<file path="src/rtl/pc_sequencer.sv">
// Next-PC sequencer: chooses between halt, execute redirects, stalls, BTB prediction and npc.
// Define BRANCH_PRED_EN to compile in the direct-mapped branch target buffer.
module pc_sequencer #(
   parameter int BTB_ENTRIES = 8
) (
   input  logic        CLK,
   input  logic        nRST,
   input  logic [31:0] curr_pc,
   input  logic [31:0] npc,
   output logic        en,
   output logic [31:0] new_pc,
   input  logic        ihit,
   input  logic        stall,
   input  logic        halt,
   input  logic        redir_valid,
   input  logic [31:0] redir_pc,
   input  logic        br_resolve,
   input  logic [31:0] br_pc,
   input  logic        br_taken,
   input  logic [31:0] br_target,
   output logic        pred_taken,
   output logic        halted
);

   typedef enum logic [1:0] {
      RUN     = 2'd0,
      PENDING = 2'd1,
      HALTED  = 2'd2
   } state_t;

   state_t      state_q, state_d;
   logic [31:0] pend_q, pend_d;
   logic        btb_hit;
   logic [31:0] btb_tgt;
   logic [31:0] redir_al;
   logic [31:0] npc_al;
   logic        unused_ok;

   assign redir_al = {redir_pc[31:2], 2'b00};
   assign npc_al   = {npc[31:2], 2'b00};

`ifdef BRANCH_PRED_EN
   localparam int IDX_W = $clog2(BTB_ENTRIES);
   localparam int TAG_W = 30 - IDX_W;

   logic [BTB_ENTRIES-1:0] btb_valid_q, btb_valid_d;
   logic [TAG_W-1:0]       btb_tag_q [BTB_ENTRIES];
   logic [29:0]            btb_tgt_q [BTB_ENTRIES];
   logic [1:0]             btb_ctr_q [BTB_ENTRIES];

   logic [IDX_W-1:0] rd_idx, wr_idx;
   logic [TAG_W-1:0] rd_tag, wr_tag;
   logic             wr_match;
   logic             wr_en;
   logic             wr_tgt_en;
   logic [1:0]       wr_ctr;

   assign rd_idx  = curr_pc[IDX_W+1:2];
   assign rd_tag  = curr_pc[31:IDX_W+2];
   assign wr_idx  = br_pc[IDX_W+1:2];
   assign wr_tag  = br_pc[31:IDX_W+2];

   // Lookup reads the stored arrays directly, so a same-cycle update is not yet visible.
   assign btb_hit = btb_valid_q[rd_idx] && (btb_tag_q[rd_idx] == rd_tag) && btb_ctr_q[rd_idx][1];
   assign btb_tgt = {btb_tgt_q[rd_idx], 2'b00};
   assign wr_match = btb_valid_q[wr_idx] && (btb_tag_q[wr_idx] == wr_tag);

   always_comb begin
      btb_valid_d = btb_valid_q;
      wr_en       = 1'b0;
      wr_tgt_en   = 1'b0;
      wr_ctr      = btb_ctr_q[wr_idx];
      if (br_resolve) begin
         if (wr_match) begin
            wr_en = 1'b1;
            if (br_taken) begin
               wr_tgt_en = 1'b1;
               if (btb_ctr_q[wr_idx] != 2'b11) wr_ctr = btb_ctr_q[wr_idx] + 2'b01;
            end else if (btb_ctr_q[wr_idx] != 2'b00) begin
               wr_ctr = btb_ctr_q[wr_idx] - 2'b01;
            end
         end else if (br_taken) begin
            wr_en               = 1'b1;
            wr_tgt_en           = 1'b1;
            wr_ctr              = 2'b10;
            btb_valid_d[wr_idx] = 1'b1;
         end
      end
   end

   always_ff @(posedge CLK or negedge nRST) begin
      if (!nRST) btb_valid_q <= '0;
      else       btb_valid_q <= btb_valid_d;
   end

   // Payload needs no reset: every read is qualified by the valid bit.
   always_ff @(posedge CLK) begin
      if (wr_en) begin
         btb_ctr_q[wr_idx] <= wr_ctr;
         btb_tag_q[wr_idx] <= wr_tag;
         if (wr_tgt_en) btb_tgt_q[wr_idx] <= br_target[31:2];
      end
   end

   assign unused_ok = ^{curr_pc[1:0], br_pc[1:0], br_target[1:0], npc[1:0], redir_pc[1:0]};
`else
   assign btb_hit   = 1'b0;
   assign btb_tgt   = 32'd0;
   assign unused_ok = ^{curr_pc, br_resolve, br_pc, br_taken, br_target, npc[1:0], redir_pc[1:0]};
`endif

   always_comb begin
      state_d    = state_q;
      pend_d     = pend_q;
      en         = 1'b0;
      new_pc     = 32'd0;
      pred_taken = 1'b0;
      if (halt || state_q == HALTED) begin
         state_d = HALTED;
         pend_d  = 32'd0;
      end else if (state_q == PENDING) begin
         if (ihit) begin
            en      = 1'b1;
            new_pc  = redir_valid ? redir_al : pend_q;
            state_d = RUN;
         end else if (redir_valid) begin
            pend_d = redir_al;
         end
      end else begin
         if (redir_valid) begin
            if (ihit) begin
               en     = 1'b1;
               new_pc = redir_al;
            end else begin
               pend_d  = redir_al;
               state_d = PENDING;
            end
         end else if (ihit && !stall) begin
            en         = 1'b1;
            new_pc     = btb_hit ? btb_tgt : npc_al;
            pred_taken = btb_hit;
         end
      end
      // Outputs are forced quiet for the whole reset assertion, not only after an edge.
      if (!nRST) begin
         en         = 1'b0;
         new_pc     = 32'd0;
         pred_taken = 1'b0;
      end
   end

   assign halted = nRST && (state_q == HALTED);

   always_ff @(posedge CLK or negedge nRST) begin
      if (!nRST) begin
         state_q <= RUN;
         pend_q  <= 32'd0;
      end else begin
         state_q <= state_d;
         pend_q  <= pend_d;
      end
   end

endmodule

</file>
<file path="config.mk">
export PLATFORM = sky130hd
export DESIGN_NAME = pc_sequencer
export DESIGN_NICKNAME = d
export VERILOG_FILES = /design/src/rtl/pc_sequencer.sv
export SDC_FILE = /design/constraint.sdc
export NUM_CORES = 1
export LEC_CHECK = 0
export ABC_CLOCK_PERIOD_IN_PS = 3300
export CORE_ASPECT_RATIO = 0.8
export CORE_MARGIN = 3
export CORE_UTILIZATION = 41
export DETAILED_ROUTE_END_ITERATION = 8
export PLACE_DENSITY = 0.95
export RECOVER_POWER = 25
export SYNTH_ARGS = -nofsm -noshare
export SYNTH_HDL_FRONTEND = slang
export SYNTH_SLANG_ARGS = --single-unit
</file>
<file path="constraint.sdc">
create_clock -name CLK -period 3.3 [get_ports CLK]
set_input_delay 0.33 -clock CLK [delete_from_list [all_inputs] [get_ports CLK]]
set_output_delay 0.33 -clock CLK [all_outputs]
set_load 0.005 [all_outputs]
</file>
; ---- Yosys cells after proc, flatten, opt, wreduce, memory -nomap -nowiden
; Index checks and enable logic that the tools add are counted.
; W data, S select, Z words.
[classes]
n_eq_ne = 6
n_mux = 24
n_reduce_logical = 7
[ops]
columns = op, count
row1 = $mux W32, 13
row2 = $mux W2, 5
row3 = $mux W1, 6
row4 = $ne A3 B3 Y1 const B, 2
row5 = $reduce_and A3 Y1, 2
row6 = $ne A3 B1 Y1 const B, 1
row7 = $ne A3 B2 Y1 const B, 1
row8 = $reduce_bool A3 Y1, 1
row9 = $eq A2 B1 Y1 const B, 1
row10 = $eq A2 B2 Y1 const B, 1
row11 = $logic_and A1 B1 Y1, 2
row12 = $logic_not A1 Y1, 1
row13 = $logic_or A1 B1 Y1, 1
[totals]
regBits = 34
in_bits = 168
output_inout_bits = 35
wordCells = 39

; ---- Logic depth before layout (Yosys ltp)
; Gate-level depths: netlist (run 1).
[depth]
ltp_word = 7
ltp_mapped = 6
mapped_depth_nobuf = 3

; ---- Least setup slack after synthesis (run 1)
; No wires, ideal clock.
[synth_path]
kind = register to output
startpoint = register state_q[1]
endpoint = output port new_pc[11]
t_arrival_ns = 1.446
required_ns = 2.970
slack_ns = 1.524
stages_incl_launch_ff = 6
n_path_buf = 2
cell_sequence = dfrtp_1 buf_6 nor2b_4 or4b_4 buf_6 a21oi_1
[synth_between]
elab_chain_len = 4
elab_cells_between_ends = 6
cone_classes = eq/ne: 2 / mux: 3 / reduce/logical: 1
[synth_rtl]
columns = element, line
row1 = start: declaration, 31  ; state_t state_q, state_d;
row2 = start signal: assignment, 159  ; state_q <= state_d;
row3 = $eq A2 B1 Y1 / $eq A2 B2 Y1 (equally long branches), "121, 118"
row4 = $mux W32 / $logic_or A1 B1 Y1 (equally long branches), "121, 118"
row5 = $mux W32 *, 118  ; if (halt || state_q == HALTED) begin
row6 = $mux W32 *, 145  ; if (!nRST) begin
row7 = end: declaration, 11  ; output logic [31:0] new_pc,
; Mark *: on every way between the ends. The rest lies on a longest branch, timed or not.

; ---- Worst setup path after layout (run 1)
[layout_path]
startpoint = register state_q[0]
endpoint = output port new_pc[18]
; Same word-level chain as after synthesis.

==> results of run 1 <==
==> worst max-delay path: stages, from the launching register on <==
cell             delay [ns]
dfrtp_1                0.38
buf_4                  0.29
nor2b_4                0.10
or4b_4                 0.76
a21oi_1                0.30
clkdlybuf4s50_1        0.55
==> sequential cells by signal (all words and copies together), names as in the netlist <==
signal   count
state_q      2
pend_q      32
==> power breakdown <==
group / switching, mW / internal (mW)
clock network: 0.157 / 0.242
registers: 0.000000000928 / 0.417
logic: 0.0956 / 0.109
total: 0.253 / 0.768
==> final cells by class <==
cell class              count  area (um^2)
fillers                   652         3160
multi-input cells         314         2160
repair buffers            116         1110
flip-flops and latches     34          851
well taps                 105          131
clock buffers               6         82.6
clock inverters             1         30.0
inverters                   2         7.51
diodes                      1         2.50
==> cells by family after synthesis <==
| kind of cell | count (synthesis) | synth area share [%] |
|---|---|---|
| DFF | 34 | 26.2 |
| and+or+nand+nor | 167 | 35.8 |
| AOI/OAI and AO/OA | 146 | 30.4 |
| other | 1 | 0.115 |
| buffers and inverters | 49 | 7.47 |
==> cells in the mapped netlist (2+ instances only) <==
cell	count	share of area (%)
nand2_1	24	2.8
a21oi_1	32	4.9
a211oi_1	21	4.9
nor2b_1	31	6.0
inv_1	2	0.23
buf_1	4	0.46
o21ai_0	31	4.8
nor3b_1	51	12
and2_1	33	6.4
nor4bb_1	18	5.5
dfrtp_1	34	26
buf_6	6	2.1
clkbuf_1	28	3.2
a21oi_2	10	2.7
o2bb2ai_1	19	5.1
o211ai_1	30	6.9
buf_2	7	1.1
nand2b_1	2	0.38
==> how the worst max path moves through the flow <==
stage,to,slack (ns),depth (start not counted)
after floorplan,new_pc[11],1.52,5
after global placement,new_pc[24],0.47,4
after detailed placement,new_pc[25],0.45,4
after CTS,new_pc[25],0.36,5
after global routing,new_pc[18],0.23,5
final,new_pc[18],0.27,5
==> cells in the final DEF, fill, tap and decap left out, drive strengths merged, types with 2 or more instances in the layout <==
| master | synthesis | final |
|---|---|---|
| nor3b | 52 | 52 |
| clkbuf | 29 | 9 |
| and2 | 33 | 33 |
| nor2b | 32 | 32 |
| o211ai | 30 | 30 |
| a21oi | 42 | 42 |
| dfrtp | 34 | 34 |
| nand2 | 24 | 24 |
| a211oi | 21 | 21 |
| inv | 2 | 2 |
| o21ai | 31 | 31 |
| o2bb2ai | 19 | 19 |
| buf | 18 | 16 |
| nor4 | 2 | 2 |
| nor4bb | 18 | 18 |
| clkdlybuf4s50 | 0 | 97 |
| nand2b | 2 | 2 |
==> through the flow <==
| step | power [mW] | cell area, um^2 | util [%] | worst slack, ns |
|---|---|---|---|---|
| floorplan | 0.513 | 3250 | - | 1.52 |
| finish | 1.02 | 4370 | 58.1 | 0.270 |
| detailed placement | 0.629 | 4270 | 56.6 | 0.445 |
| global route | 1.06 | 4370 | 58.0 | 0.233 |
| CTS | 1.02 | 4380 | 58.1 | 0.364 |
| global placement | 0.624 | 4270 | 56.6 | 0.467 |
==> metal layers <==
metal	global-route usage [%]	up-vias
met3	5.57	20
met4	7.76	2
met1	29.0	1713
met5	0	-
met2	40.6	129
li1	-	1627
==> qor.yml, run 1 <==
cells_and_area:
  fin_cells: 579
  syn_to_final_growth_pct: 34.6
  layout.nets: 641
  drive_above_1_share_pct: 8.25
clock_network:
  clk_pin_slew_worst_paths_ns: 0.07
  postCtsSetupBuffers: 0
  cts_buffers: 5
  clk_latency_ns: 0.29
  cts_resized: 0
  clock-sinks: 34
  cts_tree: "done"
  h-tree-depth: 2
  cts_root_buf: "clkbuf_8"
  ctsHoldBuffers: 0
  cts_buffer_depth: 2
global_route:
  grt-ovfl-total: 0
  grt_antenna_before_repair: 1
  grt_pass1_vias: 3466
  track_usage_pct: 23.5
  grt_first_pass_wirelength_um: 17300
  grt_max_degree: 52
yosys:
  synth_edf_count: 0
  synth-async-reset-ratio_pct: 100
  avgSynthCellArea_um2: 8.18
  yosysUniqueCellTypes: 32
  netlist_area_mm2: 0.00325
  synthCells: 397
  ys.flop_type: "dfrtp_1"
  seq_area_frac_synth_pct: 26.2
  synth_seq_cells: 34
  yosys_warnings: 0
  synth_fp_nets: 565
place:
  port_buffers: 99
  hpwl_um: 7500
  place_inst: 571
  gp_routability_congestion: 0.860
critical_path:
  start_kind: "flop"
  r2r_slack_ns: 1.35
  worstPathMaxFanout: 30
  crit_start: "state_q[0]$_DFFE_PN0P_"
  worstSetupEndpointType: "primary output"
  critical_path_arrival_ns: 2.70
  rr_worst_depth: 4
  crit_required_ns: 2.97
  r2r-start: "state_q[1]$_DFFE_PN0P_"
  crit_type: "flop to primary output"
  worst_r2r_endpoint: "pend_q[13]$_DFFE_PN0P_"
die:
  boundaryPins: 203
  rows: 28
  die_w_um: 106
  fp.dieH_um: 85.6
  core_mm2: 0.00753
  fp.dieArea_mm2: 0.00904
  start_util_pct: 43.1
routing:
  met3_length_um: 770
  top_layer_used: "met5"
  ant_nets: 0
  wire_per_inst_um: 18.6
  num_vias: 3491
  met2_length_um: 5280
  drt_iter0_markers: 244
  drt_pass1_iterations: 5
  vias_per_cell: 6.03
  routed_wl_um: 10800
  drc: 0
  met1_length_um: 4510
sta:
  slew_viol_final: 0
  period_share_pct: 91.8
  setup_viol: 0
  fin_skew_ns: 0.00618
  period_minus_slack_ns: 3.03
  tightest_slew_ns: 1.16
  rsz0062_at_grt: "no"
  hold_viol_final: 0
  fmax_mhz: 330
  holdWs_ns: 0.326
  tns_ns: 0
  maxSlewHeadroom_pct: 22.4
power_and_ir_drop:
  p_leak_nw: 1.40
  cellPowerDensity_mw_per_mm2: 233
  peakVddDrop_mv: 0.137
worst_hold_path:
  hold_class: "input pin to asynchronous set/reset pin"
flow_run:
  maxCapViolCount: 0
status:
  outcome: "finished clean"
Power figures use the tool's default switching activity.
==> run 2: changes to the inputs <==
- CORE_MARGIN: 3 -> 4
==> run 2 against run 1 <==
Sequential share of layout area hardly changed. Setup slack worse by 0.13 ns. Total power shrank 1.6%. Die area grew 4.3%. Sequential cell count stayed put. Largest cell class unchanged.
==> qor.yml, run 2 (synthesis results as in run 1) <==
flow_run:
  maxCapViolCount: 0
sta:
  slew_viol_final: 0
  maxSlewHeadroom_pct: 19.0
  setup_viol: 0
  period_minus_slack_ns: 3.16
  rsz0062_at_grt: "no"
  period_share_pct: 95.7
  tightest_slew_ns: 1.21
  tns_ns: 0
  fmax_mhz: 317
  fin_skew_ns: 0.00217
  hold_viol_final: 0
  fin_ws_ns: 0.141
die:
  die_w_um: 108
  rows: 28
  start_util_pct: 42.9
  fp.dieArea_mm2: 0.00942
  boundaryPins: 203
  fp.dieH_um: 87.6
  core_mm2: 0.00757
place:
  hpwl_um: 7540
  gp_routability_congestion: 0.871
  port_buffers: 99
  place_ws_ns: 0.441
global_route:
  grt_max_degree: 50
  track_usage_pct: 22.6
  grt_pass1_vias: 3481
  grt_first_pass_wirelength_um: 17300
  grt-ovfl-total: 0
  grt_antenna_before_repair: 0
critical_path:
  cpMaxStageDelayCell: "dfrtp_1"
  r2r_slack_ns: 1.32
  r2r-start: "state_q[0]$_DFFE_PN0P_"
  start_kind: "flop"
  max_stage_delay_ns: 0.80
  crit_required_ns: 2.97
  crit_type: "flop to primary output"
  worstPathMaxFanout: 30
  crit_end: "new_pc[25]"
  crit_start: "state_q[0]$_DFFE_PN0P_"
  critical_path_arrival_ns: 2.83
  path_cells: "nor2b_4 > or4b_4 > a21oi_1 > clkdlybuf4s50_1"
  worst_r2r_endpoint: "pend_q[23]$_DFFE_PN0P_"
  worstSetupEndpointType: "primary output"
  rr_worst_depth: 3
clock_network:
  ctsHoldBuffers: 1
  cts_buffers: 5
  h-tree-depth: 2
  cts_resized: 0
  postCtsSetupBuffers: 0
  clk_latency_ns: 0.29
  cts_root_buf: "clkbuf_8"
  clk_pin_slew_worst_paths_ns: 0.07
  clock-sinks: 34
  cts_tree: "done"
  cts_buffer_depth: 2
cells_and_area:
  largest_register_ffs: 32
  syn_to_final_growth_pct: 34.6
  fill_cells: 667
  insertedDiodeCount: 0
  layout.nets: 641
  final_common_cell: "clkdlybuf4s50_1"
  drive_above_1_share_pct: 8.65
  final_cell_mix: "clkdlybuf4s50_1 (97), nor3b_1 (51), dfrtp_1 (34), and2_1 (33), a21oi_1 (32)"
  regMostFlops: "pend_q"
  reg_top3: "pend_q: 32 flops, state_q: 2 flops"
routing:
  wire_per_inst_um: 18.5
  num_vias: 3507
  vias_per_cell: 6.06
  drt_pass1_iterations: 6
  drt_iter0_markers: 246
  routed_wl_um: 10700
  ant_nets: 0
  drc: 0
power_and_ir_drop:
  p_leak_nw: 1.40
  peakVddDrop_mv: 0.141
  cellPowerDensity_mw_per_mm2: 229
status:
  outcome: "finished clean"
worst_hold_path:
  hold_class: "flop to flop"
run 2: changes by cell type in the layout (fill, tap and decap cells not counted), sizes merged:
| cell | change |
|---|---|
| dlygate4sd3 | +1 |
| buf | +1 |
| clkbuf | -3 |
| clkinv | +2 |
| diode | -1 |
run 2: layer usage:
layer,share of wire (%),track usage [%]
met1,42,28.4
met2,47,38.0
met3,7.3,5.16
met4,4.0,8.60
met5,0,0
run 2: power breakdown:
group          switching (mW)  internal (mW)  leakage (nW)
combinational          0.0962          0.111         0.873
clock                   0.158          0.222        0.0579
sequential      0.00000000140          0.416         0.470
total                   0.254          0.750          1.40
run 2: worst max-delay path: cells and delay by family (launching register included):
| kind | cells | cell delay (ns) |
|---|---|---|
| flops | 1 | 0.80 |
| compound gates | 1 | 0.26 |
| simple gates | 2 | 0.92 |
| buf+inv | 1 | 0.55 |
run 2: worst min path at each step:
stage / startpoint / endpoint / slack (ns) / cells after the start
floorplan: nRST / pend_q[0]$_DFFE_PN0P_ / 0.03 / 0
CTS: nRST / pend_q[12]$_DFFE_PN0P_ / 0.51 / 2
global placement: nRST / pend_q[26]$_DFFE_PN0P_ / 0.27 / 1
detailed placement: nRST / pend_q[26]$_DFFE_PN0P_ / 0.27 / 1
finish: pend_q[11]$_DFFE_PN0P_ / pend_q[11]$_DFFE_PN0P_ / 0.50 / 1
global route: pend_q[22]$_DFFE_PN0P_ / pend_q[22]$_DFFE_PN0P_ / 0.52 / 1
run 2: metrics by stage:
step	utilization [%]	power, mW	cell area (um^2)	instances	hold slack, ns
floorplan	-	0.513	3250	397	0.0344
global placement	56.3	0.624	4260	570	0.269
detailed placement	56.3	0.629	4260	570	0.270
CTS	57.9	1.01	4380	579	0.507
global route	57.8	1.05	4370	579	0.524
finish	57.8	1.00	4370	579	0.502
run 2: cell type report:
type | instances | area [um^2] | area share, %
repair buffers | 116 | 1120 | 25.6
clock inverters | 3 | 40.0 | 0.915
flip-flops and latches | 34 | 851 | 19.5
well taps | 105 | 131 | 3.00
inverters | 2 | 7.51 | 0.172
clock buffers | 5 | 68.8 | 1.57
multi-input cells | 314 | 2160 | 49.3
==> run 3: changes to the inputs <==
- SKIP_CTS_REPAIR_TIMING: not set -> 1
==> results of run 3 <==
No change in the layout: final DEF, timing and power equal those of run 2.
Main changes from that run: via count of the first global-routing pass 3481 -> 3475; overall routing resource usage 22.6% -> 22.5%
